`src/rtl/mem_port_arbiter.sv`:
```
// Shares one single-port memory between the fetch port (read-only) and the data port (read/write).
// Data wins arbitration by default; fetch wins after MAX_WAIT consecutive losses. Hung accesses time out.
module mem_port_arbiter #(
    parameter int                ADDR_W   = 32,
    parameter int                DATA_W   = 32,
    parameter int                MAX_WAIT = 4,
    parameter int                TIMEOUT  = 64,
    parameter logic [DATA_W-1:0] ERR_DATA = 32'hDEADBEEF
) (
    input  logic              clk,
    input  logic              rst_n,
    input  logic              if_req,
    input  logic [ADDR_W-1:0] if_addr,
    output logic [DATA_W-1:0] if_rdata,
    output logic              if_ready,
    input  logic              d_req,
    input  logic              d_we,
    input  logic [ADDR_W-1:0] d_addr,
    input  logic [DATA_W-1:0] d_wdata,
    output logic [DATA_W-1:0] d_rdata,
    output logic              d_ready,
    output logic              m_en,
    output logic              m_we,
    output logic [ADDR_W-1:0] m_addr,
    output logic [DATA_W-1:0] m_wdata,
    input  logic [DATA_W-1:0] m_rdata,
    input  logic              m_ack,
    output logic              stall,
    output logic              err
);
    // state  | meaning
    // IDLE   | sample requests and arbitrate
    // BUSY_I | fetch access held on the memory bus
    // BUSY_D | data access held on the memory bus
    // RESP   | one-cycle ready pulse to the granted requester
    typedef enum logic [1:0] {IDLE, BUSY_I, BUSY_D, RESP} state_t;

    localparam int TMR_W  = (TIMEOUT > 1) ? $clog2(TIMEOUT) : 1;
    localparam int WAIT_W = (MAX_WAIT > 0) ? $clog2(MAX_WAIT + 1) : 1;
    localparam logic [TMR_W-1:0]  TMR_LOAD = TMR_W'(TIMEOUT - 1);
    localparam logic [WAIT_W-1:0] WAIT_MAX = WAIT_W'(MAX_WAIT);

    state_t              state;
    state_t              state_nxt;
    logic [TMR_W-1:0]    tmr;
    logic [WAIT_W-1:0]   wait_cnt;
    logic                grant_i;
    logic                grant_d;
    logic                done;
    logic                tmo;
    logic                busy;
    logic [DATA_W-1:0]   rd_val;

    assign busy   = (state == BUSY_I) || (state == BUSY_D);
    assign rd_val = m_ack ? m_rdata : ERR_DATA;
    assign stall  = (if_req & ~if_ready) | (d_req & ~d_ready);

    always_ff @(posedge clk or negedge rst_n) begin
        if (!rst_n) begin
            state <= IDLE;
        end else begin
            state <= state_nxt;
        end
    end

    always_comb begin
        state_nxt = state;
        grant_i   = 1'b0;
        grant_d   = 1'b0;
        done      = 1'b0;
        tmo       = 1'b0;
        unique case (state)
            IDLE: begin
                if (d_req && (!if_req || (wait_cnt < WAIT_MAX))) begin
                    grant_d   = 1'b1;
                    state_nxt = BUSY_D;
                end else if (if_req) begin
                    grant_i   = 1'b1;
                    state_nxt = BUSY_I;
                end
            end
            BUSY_I, BUSY_D: begin
                // ack wins over a timeout landing on the same cycle
                if (m_ack) begin
                    done      = 1'b1;
                    state_nxt = RESP;
                end else if (tmr == '0) begin
                    tmo       = 1'b1;
                    state_nxt = RESP;
                end
            end
            RESP:    state_nxt = IDLE;
            default: state_nxt = IDLE;
        endcase
    end

    always_ff @(posedge clk or negedge rst_n) begin
        if (!rst_n) begin
            m_en     <= 1'b0;
            m_we     <= 1'b0;
            m_addr   <= '0;
            m_wdata  <= '0;
            if_rdata <= '0;
            d_rdata  <= '0;
            if_ready <= 1'b0;
            d_ready  <= 1'b0;
            err      <= 1'b0;
            tmr      <= '0;
            wait_cnt <= '0;
        end else begin
            if_ready <= 1'b0;
            d_ready  <= 1'b0;
            if (grant_i) begin
                m_en     <= 1'b1;
                m_we     <= 1'b0;
                m_addr   <= if_addr;
                tmr      <= TMR_LOAD;
                wait_cnt <= '0;
            end
            if (grant_d) begin
                m_en    <= 1'b1;
                m_we    <= d_we;
                m_addr  <= d_addr;
                m_wdata <= d_wdata;
                tmr     <= TMR_LOAD;
                // a data grant with fetch pending implies wait_cnt is below the cap
                if (if_req) begin
                    wait_cnt <= wait_cnt + 1'b1;
                end
            end
            if (done || tmo) begin
                m_en <= 1'b0;
                m_we <= 1'b0;
                if (state == BUSY_I) begin
                    if_ready <= 1'b1;
                    if_rdata <= rd_val;
                end else begin
                    d_ready <= 1'b1;
                    if (!m_we) begin
                        d_rdata <= rd_val;
                    end
                end
                if (tmo) begin
                    err <= 1'b1;
                end
            end else if (busy) begin
                tmr <= tmr - 1'b1;
            end
        end
    end
endmodule

```
`config.mk`:
```
export PLATFORM = sky130hd
export DESIGN_NAME = mem_port_arbiter
export DESIGN_NICKNAME = d
export VERILOG_FILES = /design/src/rtl/mem_port_arbiter.sv
export SDC_FILE = /design/constraint.sdc
export NUM_CORES = 1
export LEC_CHECK = 0
export BUFFER_PORTS_ARGS = -buffer_cell sky130_fd_sc_hd__buf_2
export CORE_MARGIN = 2
export CORE_UTILIZATION = 40
export DETAILED_ROUTE_END_ITERATION = 16
export PLACE_DENSITY = 0.71
export SYNTH_ARGS = -nofsm -noshare
export SYNTH_HDL_FRONTEND = slang
export SYNTH_SLANG_ARGS = --single-unit
```
`constraint.sdc`:
```
create_clock -name clk -period 2.9 [get_ports clk]
set_input_delay 0.58 -clock clk [delete_from_list [all_inputs] [get_ports clk]]
set_output_delay 0.58 -clock clk [all_outputs]
set_load 0.01 [all_outputs]
```
* Word-level counts from Yosys, hierarchy flattened
Cells that the tools add are included.
W data, S select, Z words.
** Word-level totals
- Word-level logic and storage cells :: 76
- Bits of input ports :: 134
- Output and inout bits :: 134
- Bits in registers :: 144
** Operators by class
- Order comparisons :: 1
- Bitwise operators :: 7
- Add/sub/neg operators :: 2
- Reductions and logical operators :: 14
- Equality and inequality tests :: 5
- Muxes and demuxes :: 35
** Operators by type and width (count)
- $mux W32 :: 3
- $mux W6 :: 4
- $mux W1 :: 20
- $mux W3 :: 3
- $mux W2 :: 4
- $logic_not A6 Y1 :: 1
- $ne A3 B3 Y1 const B :: 2
- $pmux W2 S3 :: 1
- $reduce_and A2 Y1 :: 3
- $sub A6 B1 Y6 const B :: 1
- $eq A2 B2 Y1 const B :: 2
- $not A1 Y1 :: 4
- $add A3 B1 Y3 const B :: 1
- $logic_or A1 B1 Y1 :: 3
- $lt A3 B3 Y1 const B :: 1
- $reduce_and A3 Y1 :: 1
- $reduce_bool A3 Y1 :: 1
- $and A1 B1 Y1 :: 2
- $eq A2 B1 Y1 const B :: 1
- $logic_not A2 Y1 :: 1
- $reduce_bool A2 Y1 :: 1
- $reduce_or A2 Y1 :: 1
- $logic_and A1 B1 Y1 :: 1
- $logic_not A1 Y1 :: 1
- $or A1 B1 Y1 :: 1

* Logic depth before layout (Yosys ltp)
Gate-level depths: netlist of run 1.
- Word-level depth :: 9
- Depth in mapped cells :: 9

* Worst setup path before layout of run 1
Ideal clock, no wire load.
- Path kind :: register to register
- Start :: reg tmr[0]
- End :: reg if_rdata[10]
- Path buffers :: 2
- Stages on the path, launching flop included :: 10
- Path slack :: 1100 ps
- Arrival :: 1679 ps
- Setup time :: 121 ps
- Path through :: dfrtp_1 inv_1 ha_1 nor2b_1 clkbuf_1 a21o_2 nand3_4 inv_4 buf_6 o22a_1
** Between the ends
- Cells in the longest elaborated chain, start to end :: 6
** Ends and longest elaborated chain
- start, declared :: line 45 : logic [TMR_W-1:0] tmr;
- start signal, assigned :: line 147 : tmr <= tmr - 1'b1;
- $logic_not A6 Y1 :: line 87 : end else if (tmr == '0) begin
- $mux W1 :: line 87
- $mux W1 :: line 84 : if (m_ack) begin
- $mux W1 :: line 72 : unique case (state)
- $logic_or A1 B1 Y1 :: line 131 : if (done || tmo) begin
- $reduce_and A2 Y1 (no line)
- end signal, assigned :: line 136 : if_rdata <= rd_val;
- end, declared :: line 14 : output logic [DATA_W-1:0] if_rdata,
Every way passes these cells.
A chain may end at the register's enable or synchronous reset.

* Final worst setup path of run 1
- Start :: reg state[0]
- End :: reg d_rdata[15]
** Between the ends
- Cells in the longest elaborated chain, start to end :: 5
- Elaborated cells between the ends (all ways) :: 8
** Ends and longest elaborated chain
- start, declared :: line 43 : state_t state;
- start signal, assigned :: line 62 : state <= state_nxt;
- $eq A2 B1 Y1 / $eq A2 B2 Y1 (equally long branches) :: line 72, 134
- $reduce_or A2 Y1 :: line 72
- $mux W1 :: line 72
- $logic_or A1 B1 Y1 :: line 131
- $reduce_and A3 Y1 (no line) *
- end signal, assigned :: line 140 : d_rdata <= rd_val;
- end, declared :: line 20 : output logic [DATA_W-1:0] d_rdata,
Every way passes the cells marked *; elsewhere a longest branch is shown, timed or not.

==> results.yml, run 1 <==
grt:
  antenna_found_initial: 0
  grt_usage: 0.193
  grt_pass1_wl_um: 22100
  overflow: 0
  grt_pass1_vias: 4559
  grt_max_degree: 74
synthesis:
  synth_compound_area_frac: 0.195
  synth.largest_area_cell: "dfrtp_1"
  yosysTopAreaCellShare: 0.645
  synth_cells: 404
  avgSynthCellArea_sq_um: 13.8
  synth_top_family_by_area: "compound AO/OA/AOI/OAI gates"
  synth_fa_ha_area_frac: 0.0112
  yosys.area_share.simple: 0.0323
  synth-seq-cells: 144
  synth_xor_area_frac: 0
  synth_mux_area_frac: 0.0666
  ys_types: 37
  synth.area.top_cells: "dfrtp_1 (65%), o22a_1 (8.3%), mux2_2 (6.7%), a222oi_1 (5.7%), a22o_1 (2.8%)"
  yosysWarnings: 0
  ys_seq_area_frac: 0.645
  synth_fp_nets: 543
  syn_area_sq_mm: 0.00558
timing:
  rsz0062_at_grt: "no"
  setup_viol_count_final: 0
  clock.fmax_ghz: 0.432
  min_period_ps: 2310
  skew_ps: 5.58
  layout_worst_path_cycle_share: 0.797
  worst_pin_slew_ps: 869
  slew_headroom: 0.419
  holdWs_ps: 165
  fin_setup_tns_ps: 0
  drv_slew: 0
  hold_viol: 0
pwr:
  peakVddDrop_uv: 658
  power.density_mw_per_mm2: 1210
  p_leak_nw: 3.89
cells_and_area:
  multi_input_area_sq_mm: 0.00172
  nFillCells: 1192
  final_cell_mix: "buf_2 (266), dfrtp_1 (144), o22a_1 (53)"
  register_area_sq_mm: 0.00360
  final_common_cell: "buf_2"
  syn_to_final_growth_pct: 38.4
  finalNetCount: 811
  drive_above_1_share: 0.503
setup_path:
  cp_max_fo: 24
  slowest_delay_ps: 530
  critPathCaptureType: "register"
  crit_buf_inv: 1
  critPathKind: "reg2reg"
  crit_path_top_delay_cell: "nand2_1"
  crit_required_ps: 3190
  startpoint_type: "register"
  cp_top_family: "simple AND/OR/NAND/NOR gates"
  r2r_end: "d_rdata[15]"
  cp.arrival_ps: 2610
  rr_worst_depth: 6
  ff2ff_setup_slack_ps: 590
  path_cells: "inv_1, ha_1, nand2b_1, nor2_1, nand2_1, o22a_1"
  r2r-start: "state[0]"
drt:
  firstDrtPassIters: 8
  drtIter0Drc: 240
  dr_total_vias: 4505
  ant_nets: 0
  routed_wl_um: 14400
  via_per_inst: 5.21
  wl_per_cell_um: 16.6
  drc: 0
floorplanning:
  rows: 43
  core_sq_mm: 0.0138
  die_w_um: 122
  die_area_sq_mm: 0.0149
  io_pins: 268
  die_y_um: 122
  start_util: 0.405
placement:
  placement.io_buffers: 267
  place.gp.congestion: 0.800
  place_hpwl_um: 10600
clock_network:
  htreeDepth: 4
  cts_setup_buffers: 0
  cts_tree: "yes"
  cts.sinks: 144
  insertion_delay_ps: 410
  cts_resized: 0
  numCtsBuffers: 17
  postCtsHoldBufs: 0
  cts.clk_slew.worst_paths_ps: 60
  cts_root_buffer: "clkbuf_16"
  clockBufferDepth: 2
worst_hold_path:
  hp-class: "in2async"
flow_run:
  max-cap-violations: 0
status:
  outcome: "completed"
[per-layer routing]
layer	vias to the layer above	routed length, um	share of wire	track usage
met4	0	174	0.012	0.0682
li1	2066	-	-	-
met1	2244	5650	0.39	0.230
met3	15	1230	0.085	0.0684
met2	180	7350	0.51	0.322
met5	-	0	0	0
[where the power goes]
| part | internal, mW | total [mW] | switching, mW | leakage, nW |
|---|---|---|---|---|
| combinational | 1.74 | 3.58 | 1.84 | 1.91 |
| clock | 1.39 | 2.18 | 0.789 | 0.278 |
| sequential | 2.99 | 3.55 | 0.561 | 1.70 |
[layout make-up]
class | count | share of cell area
Tap cell | 180 | 0.0292
Inverter | 40 | 0.0198
Sequential cell | 144 | 0.466
Multi-Input combinational cell | 195 | 0.223
Clock inverter | 9 | 0.0173
Timing Repair Buffer | 274 | 0.184
Antenna cell | 1 | 0.000324
Clock buffer | 22 | 0.0601
[Yosys cell counts, drive strengths merged]
cell type    n
a22o        18
nand3b       1
o22a        53
o22ai        1
nand2        8
nor2b        2
inv         40
dfrtp      144
a22oi        1
a21oi       10
nand3        2
nand2b       3
a211oi       3
and3         1
and2         1
a31oi        1
nor3b        1
o21a         2
ha           5
o21ai        4
clkbuf      16
nor2         7
mux2        33
buf          9
a222oi      32
a21o         1
nor3         4
o21bai       1
[worst max path at each step]
stage	startpoint	to	slack [ps]	depth (start not counted)
floorplan	tmr[0]	if_rdata[10]	1100	9
global placement	state[0]	d_rdata[13]	700	6
detailed placement	state[0]	d_rdata[15]	600	6
CTS	state[0]	d_rdata[15]	590	6
global route	state[0]	d_rdata[27]	420	6
finish	state[0]	d_rdata[15]	590	6
[sequential cells by signal (all words and copies together), names as in the netlist, 2 cells and up]
register / flops
state: 2
if_rdata: 32
m_wdata: 32
wait_cnt: 3
d_rdata: 32
tmr: 6
m_addr: 32
[cells by family after synthesis]
group	after synthesis
AO/OA/AOI/OAI	127
multiplexers	33
adder cells (fa/ha/maj)	5
buffers and inverters	65
AND/OR/NAND/NOR	30
flip-flops	144
[through the flow]
step,setup slack [ps],power (mW),instances,instance area (sq um),utilization
3_3_place_gp,702,7.04,833,7120,0.517
5_1_grt,421,9.92,864,7720,0.561
6_report,587,9.31,865,7720,0.561
4_1_cts,592,9.42,864,7720,0.561
2_1_floorplan,1100,5.70,404,5580,-
3_5_place_dp,601,7.20,833,7120,0.517
Power figures use the tool's default switching activity.
==> inputs of run 2 (changes only) <==
--- a/config.mk
+++ b/config.mk
@@ -5,6 +5,7 @@
 export SDC_FILE = /design/constraint.sdc
 export NUM_CORES = 1
 export LEC_CHECK = 0
+export ABC_AREA = 1
 export BUFFER_PORTS_ARGS = -buffer_cell sky130_fd_sc_hd__buf_2
 export CORE_MARGIN = 2
 export CORE_UTILIZATION = 40
==> constraint.sdc (replaced) <==
create_clock -name clk -period 1.9 [get_ports clk]
set_input_delay 0.38 -clock clk [delete_from_list [all_inputs] [get_ports clk]]
set_output_delay 0.38 -clock clk [all_outputs]
set_load 0.01 [all_outputs]
==> results.yml, run 2 <==
setup_path:
  crit_path_top_delay_cell: "dfrtp_1"
  cp_common_cell: "nand2_1"
  critPathKind: "reg2reg"
  critical_path_depth: 8
  cp_top_family: "buffers and inverters"
  ff2ff_setup_slack_ps: 170
  rr_worst_depth: 8
  startpoint_type: "register"
  path_cells: "inv_1, ha_2, nand2_1, nand2_2, inv_2, buf_4, nand2_1, nand3_1"
  r2r-start: "state[0]"
  cp_max_fo: 32
  cp.arrival_ps: 2070
  slowest_delay_ps: 380
  r2r_end: "m_addr[1]"
  critPathCaptureType: "register"
  crit_buf_inv: 3
  crit_required_ps: 2240
timing:
  holdWs_ps: 156
  layout_worst_path_cycle_share: 0.910
  rsz0062_at_grt: "no"
  hold_viol: 0
  drv_slew: 0
  slew_headroom: 0.715
  fin_setup_tns_ps: 0
  min_period_ps: 1730
  skew_ps: 10.2
  clock.fmax_ghz: 0.579
  setup_viol_count_final: 0
  worst_pin_slew_ps: 427
cells_and_area:
  final_area_sq_mm: 0.00865
  syn_to_final_growth_pct: 33.0
  fin_cells: 1227
  final_cell_mix: "nand2_1 (324), buf_2 (266), dfrtp_1 (144)"
  finalNetCount: 1136
  final_common_cell: "nand2_1"
  drive_above_1_share: 0.336
clock_network:
  clockBufferDepth: 2
  cts.clk_slew.worst_paths_ps: 70
  cts_root_buffer: "clkbuf_16"
  cts.sinks: 144
  numCtsBuffers: 17
  htreeDepth: 4
  cts_tree: "yes"
  insertion_delay_ps: 420
drt:
  ant_nets: 0
  drc: 0
  routed_wl_um: 18900
  via_per_inst: 4.92
  dr_total_vias: 6034
  firstDrtPassIters: 5
  drtIter0Drc: 348
  wl_per_cell_um: 15.4
synthesis:
  yosysTopAreaCellShare: 0.554
  synth_cells: 741
  ys_types: 30
  avgSynthCellArea_sq_um: 8.78
  synth_mux_area_frac: 0
  yosysMostFrequentCell: "nand2_1"
  synth_compound_area_frac: 0.0131
  syn_area_sq_mm: 0.00650
  synthFlopType: "dfrtp_1"
  synth-seq-cells: 144
  synth_xor_area_frac: 0
  ys_seq_area_frac: 0.554
  synth.largest_area_cell: "dfrtp_1"
  synth_fa_ha_area_frac: 0.00962
  yosysWarnings: 0
  synth.area.top_cells: "dfrtp_1 (55%), nand2_1 (19%), nand4_1 (6.3%), nand3_1 (5.4%), or2_1 (1.9%)"
  synth_fp_nets: 880
  yosys.area_share.simple: 0.352
  async_reset_ff_frac: 1.00
  synth_edf_count: 0
  synth_common_cells: "nand2_1 (324), dfrtp_1 (144), nand3_1 (70), nand4_1 (65), buf_2 (22)"
  synth_top_family_by_area: "simple AND/OR/NAND/NOR gates"
floorplanning:
  start_util: 0.409
  die_y_um: 132
  die_w_um: 132
  die_area_sq_mm: 0.0173
  io_pins: 268
  rows: 46
  core_sq_mm: 0.0159
pwr:
  p_clk_frac: 0.251
  netSwitchingFraction: 0.397
  peakVddDrop_uv: 731
  seqPwrFrac: 0.341
  p_switching_mw: 6.08
  power.internal_mw: 9.22
  p_leak_nw: 4.83
  power.density_mw_per_mm2: 1770
  comb_power_share: 0.409
grt:
  antenna_found_initial: 1
  grt_usage: 0.224
  grt_pass1_vias: 5949
  overflow: 0
  grt_pass1_wl_um: 31200
  grt_max_degree: 52
worst_hold_path:
  hold_path_end: "m_wdata[8]"
  hp-class: "in2reg"
  hold_start: "d_wdata[8]"
  hold_depth: 3
placement:
  place.gp.congestion: 0.842
  place_hpwl_um: 13200
  dpl_cell_area_sq_mm: 0.00795
  placement.io_buffers: 267
  dp_cells: 1193
flow_run:
  max-cap-violations: 0
status:
  outcome: "completed"
run 2: cell types whose count changed after synthesis, sizes merged, moves of 33 or more:
cell | previous run | this run
nand3 | 2 | 74
nand4 | 0 | 65
o22a | 53 | 0
nand2 | 8 | 327
buf | 9 | 43
mux2 | 33 | 0
run 2: worst reg2reg max path: cells and delay by family (launching register included):
| kind | cells | cell delay (ps) |
|---|---|---|
| simple gates | 4 | 550 |
| buf+inv | 3 | 530 |
| flops | 1 | 380 |
| fa+ha+maj | 1 | 210 |
run 2: worst max-delay path by stage:
| stage | start | endpoint | slack [ps] |
|---|---|---|---|
| finish | state[0] | m_addr[1] | 170 |
| global route | state[0] | m_addr[9] | 10 |
| CTS | if_ready | stall | 200 |
| detailed placement | state[0] | m_addr[1] | 210 |
| global placement | state[0] | d_rdata[14] | 300 |
| floorplan | state[0] | tmr[5] | 440 |
run 2: kinds of logic after synthesis:
family / Yosys count
AND/OR/NAND/NOR: 503
AO/OA/AOI/OAI: 14
flip-flops: 144
buffers and inverters: 75
adder cells (fa/ha/maj): 5
run 2: through the flow:
stage	setup slack [ps]	power [mW]	util
2_1_floorplan	445	9.09	-
6_report	172	15.3	0.544
5_1_grt	13.6	16.4	0.544
4_1_cts	204	15.5	0.544
3_5_place_dp	210	11.6	0.501
3_3_place_gp	297	11.4	0.501
run 2: what timing repair did:
action | in CTS | in global routing
buffers inserted | 0 | 0
resized for setup | 0 | 0
hold buffers | 1 | 0
hold endpoints to repair | 32 | 0
run 2: layout make-up:
type,count,area (sq um)
Inverter,26,100
Sequential cell,144,3600
Antenna cell,1,2.50
Multi-Input combinational cell,522,2440
Fill cell,1490,7240
Timing Repair Buffer,286,1550
Clock inverter,15,256
Clock buffer,17,425
Tap cell,216,270
run 2: routing by layer:
| metal | part of all wire | GRT usage | wire length, um |
|---|---|---|---|
| met3 | 0.075 | 0.0640 | 1420 |
| met5 | 0 | 0 | 0 |
| met2 | 0.49 | 0.368 | 9160 |
| met1 | 0.42 | 0.284 | 7970 |
| met4 | 0.016 | 0.0767 | 307 |
run 2: power groups by stage:
stage               clock, mW  sequential, mW  combinational, mW
finish                   3.84            5.21               6.25
global route             4.05            5.39               7.00
CTS                      3.92            5.21               6.34
detailed placement          0            5.23               6.34
global placement            0            5.21               6.19
floorplan                   0            5.84               3.25
